--- config.mk ---
export PLATFORM = sky130hd
export DESIGN_NAME = nanorv32_lsu_flat
export DESIGN_NICKNAME = d
export VERILOG_FILES = /design/src/rtl/nanorv32_lsu_if.sv /design/src/rtl/nanorv32_lsu.sv /design/src/flat_wrapper.sv
export SDC_FILE = /design/constraint.sdc
export NUM_CORES = 1
export LEC_CHECK = 0
export ABC_CLOCK_PERIOD_IN_PS = 2400
export CAP_MARGIN = 15
export CORE_MARGIN = 3
export CORE_UTILIZATION = 45
export CTS_CLUSTER_SIZE = 14
export DETAILED_ROUTE_END_ITERATION = 7
export DONT_BUFFER_PORTS = 1
export PLACE_DENSITY = 0.58
export SYNTH_ARGS = -nofsm -noshare
export SYNTH_HDL_FRONTEND = slang
export SYNTH_SLANG_ARGS = --single-unit
--- constraint.sdc ---
create_clock -name clk -period 2.4 [get_ports clk]
set_clock_uncertainty 0.15 [all_clocks]
set_input_delay 0.24 -clock clk [delete_from_list [all_inputs] [get_ports clk]]
set_output_delay 0.24 -clock clk [all_outputs]
set_load 0.05 [all_outputs]
--- src/rtl/nanorv32_lsu_if.sv ---
// Data memory bus between the nanorv32 LSU (master) and data memory (slave).
// The request side is registered in the LSU. The response side is sampled only while valid is high.
interface nanorv32_lsu_if #(
    parameter int NANORV32_ADDR_MSB = 31
) ();
    logic [NANORV32_ADDR_MSB:0] cpu_datamem_addr;
    logic [31:0]                cpu_datamem_wdata;
    logic [3:0]                 cpu_datamem_bytesel;
    logic                       cpu_datamem_valid;
    logic [31:0]                datamem_cpu_rdata;
    logic                       datamem_cpu_ready;

    modport master (
        output cpu_datamem_addr, cpu_datamem_wdata, cpu_datamem_bytesel, cpu_datamem_valid,
        input  datamem_cpu_rdata, datamem_cpu_ready
    );

    modport slave (
        input  cpu_datamem_addr, cpu_datamem_wdata, cpu_datamem_bytesel, cpu_datamem_valid,
        output datamem_cpu_rdata, datamem_cpu_ready
    );
endinterface

--- src/rtl/nanorv32_lsu.sv ---
// nanorv32 load/store unit: formats stores into byte lanes and runs the data memory handshake.
// It also aligns and extends load data, and stalls the core until each access retires.
//   state | meaning
//   IDLE  | waiting for a request; misaligned requests are rejected here
//   BUSY  | bus request active, waiting for datamem_cpu_ready
//   DONE  | access retired, load result valid, core advances
module nanorv32_lsu #(
    parameter int NANORV32_ADDR_MSB = 31
) (
    input  logic                       clk,
    input  logic                       rst_n,
    input  logic                       lsu_req_valid,
    input  logic                       lsu_req_we,
    input  logic [1:0]                 lsu_req_size,
    input  logic                       lsu_req_unsigned,
    input  logic [NANORV32_ADDR_MSB:0] lsu_req_addr,
    input  logic [31:0]                lsu_req_wdata,
    output logic                       lsu_stall,
    output logic [31:0]                lsu_rdata,
    output logic                       lsu_rdata_valid,
    output logic                       lsu_misaligned,
    nanorv32_lsu_if.master             mem
);

    typedef enum logic [1:0] {IDLE, BUSY, DONE} state_t;

    state_t      state;
    logic [1:0]  off_q;
    logic [1:0]  size_q;
    logic        uns_q;
    logic        we_q;
    logic        misaligned_req;
    logic        accept;
    logic [3:0]  lane_bytesel;
    logic [31:0] lane_wdata;
    logic [31:0] shifted;
    logic [31:0] load_ext;

    always_comb begin
        misaligned_req = 1'b0;
        case (lsu_req_size)
            2'b00:   misaligned_req = 1'b0;
            2'b01:   misaligned_req = lsu_req_addr[0];
            2'b10:   misaligned_req = |lsu_req_addr[1:0];
            default: misaligned_req = 1'b1;
        endcase
    end

    // Gated by rst_n so that an asserted reset clears the pulses even if the request is held.
    assign accept         = (state == IDLE) && lsu_req_valid && !misaligned_req;
    assign lsu_misaligned = rst_n && (state == IDLE) && lsu_req_valid && misaligned_req;
    assign lsu_stall      = rst_n && (accept || (state == BUSY));

    always_comb begin
        lane_bytesel = 4'b0000;
        lane_wdata   = 32'h0;
        case (lsu_req_size)
            2'b00: begin
                lane_bytesel = 4'b0001 << lsu_req_addr[1:0];
                lane_wdata   = {4{lsu_req_wdata[7:0]}};
            end
            2'b01: begin
                lane_bytesel = lsu_req_addr[1] ? 4'b1100 : 4'b0011;
                lane_wdata   = {2{lsu_req_wdata[15:0]}};
            end
            default: begin
                lane_bytesel = 4'b1111;
                lane_wdata   = lsu_req_wdata;
            end
        endcase
    end

    always_comb begin
        shifted  = mem.datamem_cpu_rdata >> {off_q, 3'b000};
        load_ext = shifted;
        case (size_q)
            2'b00:   load_ext = uns_q ? {24'h0, shifted[7:0]}  : {{24{shifted[7]}}, shifted[7:0]};
            2'b01:   load_ext = uns_q ? {16'h0, shifted[15:0]} : {{16{shifted[15]}}, shifted[15:0]};
            default: load_ext = shifted;
        endcase
    end

    always_ff @(posedge clk or negedge rst_n) begin
        if (!rst_n) begin
            state                   <= IDLE;
            off_q                   <= 2'b00;
            size_q                  <= 2'b00;
            uns_q                   <= 1'b0;
            we_q                    <= 1'b0;
            lsu_rdata               <= 32'h0;
            lsu_rdata_valid         <= 1'b0;
            mem.cpu_datamem_addr    <= '0;
            mem.cpu_datamem_wdata   <= 32'h0;
            mem.cpu_datamem_bytesel <= 4'b0000;
            mem.cpu_datamem_valid   <= 1'b0;
        end else begin
            case (state)
                IDLE: begin
                    lsu_rdata_valid <= 1'b0;
                    if (accept) begin
                        off_q                   <= lsu_req_addr[1:0];
                        size_q                  <= lsu_req_size;
                        uns_q                   <= lsu_req_unsigned;
                        we_q                    <= lsu_req_we;
                        mem.cpu_datamem_addr    <= {lsu_req_addr[NANORV32_ADDR_MSB:2], 2'b00};
                        mem.cpu_datamem_wdata   <= lsu_req_we ? lane_wdata : 32'h0;
                        mem.cpu_datamem_bytesel <= lsu_req_we ? lane_bytesel : 4'b0000;
                        mem.cpu_datamem_valid   <= 1'b1;
                        state                   <= BUSY;
                    end
                end
                BUSY: begin
                    if (mem.datamem_cpu_ready) begin
                        mem.cpu_datamem_valid <= 1'b0;
                        state                 <= DONE;
                        if (!we_q) begin
                            lsu_rdata       <= load_ext;
                            lsu_rdata_valid <= 1'b1;
                        end
                    end
                end
                DONE: begin
                    lsu_rdata_valid <= 1'b0;
                    state           <= IDLE;
                end
                default: state <= IDLE;
            endcase
        end
    end

endmodule
--- src/flat_wrapper.sv ---
// flat-port wrapper written by rule: the top's interface ports become plain ports
module nanorv32_lsu_flat 
#(
    parameter int NANORV32_ADDR_MSB = 31
)
  (clk, rst_n, lsu_req_valid, lsu_req_we, lsu_req_size, lsu_req_unsigned, lsu_req_addr, lsu_req_wdata, lsu_stall, lsu_rdata, lsu_rdata_valid, lsu_misaligned, mem_cpu_datamem_addr, mem_cpu_datamem_wdata, mem_cpu_datamem_bytesel, mem_cpu_datamem_valid, mem_datamem_cpu_rdata, mem_datamem_cpu_ready);
  nanorv32_lsu_if #(.NANORV32_ADDR_MSB(NANORV32_ADDR_MSB)) mem_i ();
  input  logic clk;
  input  logic rst_n;
  input  logic lsu_req_valid;
  input  logic lsu_req_we;
  input  logic [1:0] lsu_req_size;
  input  logic lsu_req_unsigned;
  input  logic [NANORV32_ADDR_MSB:0] lsu_req_addr;
  input  logic [31:0] lsu_req_wdata;
  output logic lsu_stall;
  output logic [31:0] lsu_rdata;
  output logic lsu_rdata_valid;
  output logic lsu_misaligned;
  output wire logic [$bits(mem_i.cpu_datamem_addr)-1:0] mem_cpu_datamem_addr;
  output wire logic [$bits(mem_i.cpu_datamem_wdata)-1:0] mem_cpu_datamem_wdata;
  output wire logic [$bits(mem_i.cpu_datamem_bytesel)-1:0] mem_cpu_datamem_bytesel;
  output wire logic [$bits(mem_i.cpu_datamem_valid)-1:0] mem_cpu_datamem_valid;
  input wire logic [$bits(mem_i.datamem_cpu_rdata)-1:0] mem_datamem_cpu_rdata;
  input wire logic [$bits(mem_i.datamem_cpu_ready)-1:0] mem_datamem_cpu_ready;
  assign mem_cpu_datamem_addr = mem_i.cpu_datamem_addr;
  assign mem_cpu_datamem_wdata = mem_i.cpu_datamem_wdata;
  assign mem_cpu_datamem_bytesel = mem_i.cpu_datamem_bytesel;
  assign mem_cpu_datamem_valid = mem_i.cpu_datamem_valid;
  assign mem_i.datamem_cpu_rdata = mem_datamem_cpu_rdata;
  assign mem_i.datamem_cpu_ready = mem_datamem_cpu_ready;
  nanorv32_lsu #(.NANORV32_ADDR_MSB(NANORV32_ADDR_MSB)) u_core (.clk(clk), .rst_n(rst_n), .lsu_req_valid(lsu_req_valid), .lsu_req_we(lsu_req_we), .lsu_req_size(lsu_req_size), .lsu_req_unsigned(lsu_req_unsigned), .lsu_req_addr(lsu_req_addr), .lsu_req_wdata(lsu_req_wdata), .lsu_stall(lsu_stall), .lsu_rdata(lsu_rdata), .lsu_rdata_valid(lsu_rdata_valid), .lsu_misaligned(lsu_misaligned), .mem(mem_i));
endmodule
==> impl_results.md <==
- Outcome: complete, but fails checks
- Violated checks: negative hold slack
- Count of buffers added by post-CTS timing repair for setup: 0
- Clock tree root driver cell: sky130_fd_sc_hd__clkbuf_16
- Number of buffers inserted for hold repair after clock tree synthesis: 67
- Critical Path Source Type: flop
- Crit Path Max Fanout: 4
- 1st-iter DRT viols: 282
- Critical path's largest stage delay: 0.42 ns
- Post-synthesis instance area: 5070 µm²
- Number of buffers on the longest clock path: 2
- Final Hold Vio Count: 108
- Crit path time final: 2.14 ns
- Net count of the finished layout: 644
- Total via count in the routed design: 3807
- Number of I/O pins: 208
- Synth unique cells: 34
- Number of nets still failing antenna checks after routing: 0
- Total global routing overflow: 0
- Commonest non-fill, non-tap cells in the layout: sky130_fd_sc_hd__nand2_1, sky130_fd_sc_hd__dfrtp_1, sky130_fd_sc_hd__dlygate4sd3_1
- Die ar.: 12600 µm²
- Area Growth Syn to Fin: 21.6%
- Master of the slowest instance on the critical path: sky130_fd_sc_hd__nor3b_1
- TritonCTS clock tree: yes
- Average instance area after synthesis: 10.4 µm²
- Layout cells sized above 1: 15.2%
- Transition time at the pin with the least slew margin: 0.725 ns
- Remaining design rule violation count: 0
- First-pass DRT Iterations: 5
- P per Cell Area: 1280 nW/µm²
- Cells along the critical path: nor3b_1 -> nand2_1 -> nor3_1 -> buf_4
- Antenna Cells: 0
- CTS clk-pin slew, worst paths: 0.07 ns
- Cell family with the largest share of critical-path delay: simple AND/OR/NAND/NOR gates
- CTS HTree Levels: 3
- Leading cell type in the layout, fill and taps excluded: sky130_fd_sc_hd__nand2_1
- Warnings from Yosys: 0
- Crit path arrival time: 1.75 ns
- Placeable Area: 10900 µm²
- Initial antenna violation count: 0
- Critical Path End Type: output port
- DR vias/cell: 5.56
- Crit path buffers/inverters: 1
- Final worst path period share: 89.0%
- Post-detailed-route wirelength per cell: 20.4 µm
- Leak Pwr: 0.00275 µW
- Max-capacitance violation count: 0
- Relative slew slack: 51.5%
- Core Rows: 38
- Final total power: 7910 µW
- Wire length of the first global-routing pass: 22.3 mm
- DIE WIDTH: 112 µm
- Initial Util: 46.4%
- Overall die height: 112 µm
- Number of port buffers: 0
- Crit Path Class: flop to output port
- Required time at the worst-slack endpoint: 2.01 ns
- Global Route Usage Sum: 22.3%
- Vias in the first global route: 4060
- Detailed Route WL: 13.9 mm
- Worst-skew pair later-pin latency: 0.34 ns
- Seq cells post-synth: 108
- Dpl ws: 0.505 ns
- End-of-flow core utilization: 56.4%
- Proportion of synthesized chip area in sequential cells: 53.3%
- Detailed-placement wirelength estimate: 9.35 mm
- Final Slew Violations: 0
- GPL Wtd Cong: 0.839
- Total Negative Setup Slacks: 0 ns
- Clock net sink count: 108
- Max frequency: 468 MHz
- Total setup violations reported at the end of the flow: 0
- Hold slack: -0.566 ns
- Max VDD drop: 760 µV
- Gates resized, CTS repair: 0
- Type of the worst min-delay path: primary input to async pin
- Pin count of the biggest net entering global routing: 111
- Number of CTS-inserted buffers: 9
- RSZ-0062 raised after global routing: false
- Number of cells produced by synthesis: 486
- Final worst setup slack: 0.265 ns
logic make-up (layout without fill, tap and decap cells):
kind of cell	Yosys count	count (layout)	share of synthesized area [%]
mux	83	83	17.4
compound gates	99	99	12.7
flops	108	108	53.3
other cells	1	2	0.0740
buf+inv	41	99	3.88
simple gates	154	154	12.6
registers in the layout (all words and copies together), names as in the netlist:
register and cells:
u_core.mem.cpu_datamem_addr 30, u_core.uns_q 1, u_core.off_q 2, u_core.mem.cpu_datamem_valid 1, u_core.size_q 2, u_core.we_q 1, u_core.mem.cpu_datamem_wdata 32, u_core.mem.cpu_datamem_bytesel 4
u_core.state 2, u_core.lsu_rdata 32, u_core.lsu_rdata_valid 1
Yosys cell counts (all sizes together):
master,count,area share [%]
nand2b,2,0.25
nor3,3,0.30
conb,1,0.074
nand2,112,8.3
o2bb2ai,8,1.4
inv,4,0.30
o31ai,16,2.4
nor3b,1,0.15
clkbuf,14,1.0
clkinv,1,0.074
o2111ai,1,0.30
mux2,42,9.3
nand3,17,1.7
o21ai,54,5.4
mux2i,41,8.1
dfrtp,108,53
nand4bb,1,0.22
o211ai,7,1.0
a21boi,2,0.30
or2,1,0.12
and4bb,1,0.25
nor2,14,1.1
a21oi,10,1.6
buf,22,2.5
nor2b,2,0.25
o31a,1,0.35
power breakdown:
group	internal, µW	switching [µW]
combinational	647	676
clock	953	696
sequential	2390	2550
total	3990	3920
layer usage:
metal	GRT usage (%)	share of wire, %
met1	26.8	38
met2	38.1	51
met3	6.58	8.4
met4	8.41	1.9
met5	0	0
final timing paths:
path,from,end,slack (ns),cells after the start
hold reg to reg,u_core.we_q,u_core.we_q,0.37,2
min in group clk,lsu_req_size[1],u_core.mem.cpu_datamem_wdata[24],0.01,4
setup / recovery,u_core.state[1],lsu_misaligned,0.26,4
max in group asynchronous,rst_n,u_core.mem.cpu_datamem_wdata[25],2.50,0
hold / removal,rst_n,u_core.lsu_rdata[18],-0.57,0
setup reg to reg,u_core.state[1],u_core.mem.cpu_datamem_addr[6],0.50,4
through the flow:
step | cells | instance area [µm²]
after global placement | 602 | 5160
after detailed placement | 602 | 5160
final | 685 | 6160
after floorplan | 487 | 5070
after global routing | 685 | 6160
after CTS | 685 | 6160
layout make-up:
type / count / area (µm²)
fill: 989 / 4770
multi-input combinational: 338 / 2180
sequential: 108 / 2700
inverter: 5 / 18.8
clock buffer: 10 / 239
timing repair buffer: 78 / 753
tap: 140 / 175
clock inverter: 6 / 92.6
No activity file was read; power rests on OpenSTA's default activity.
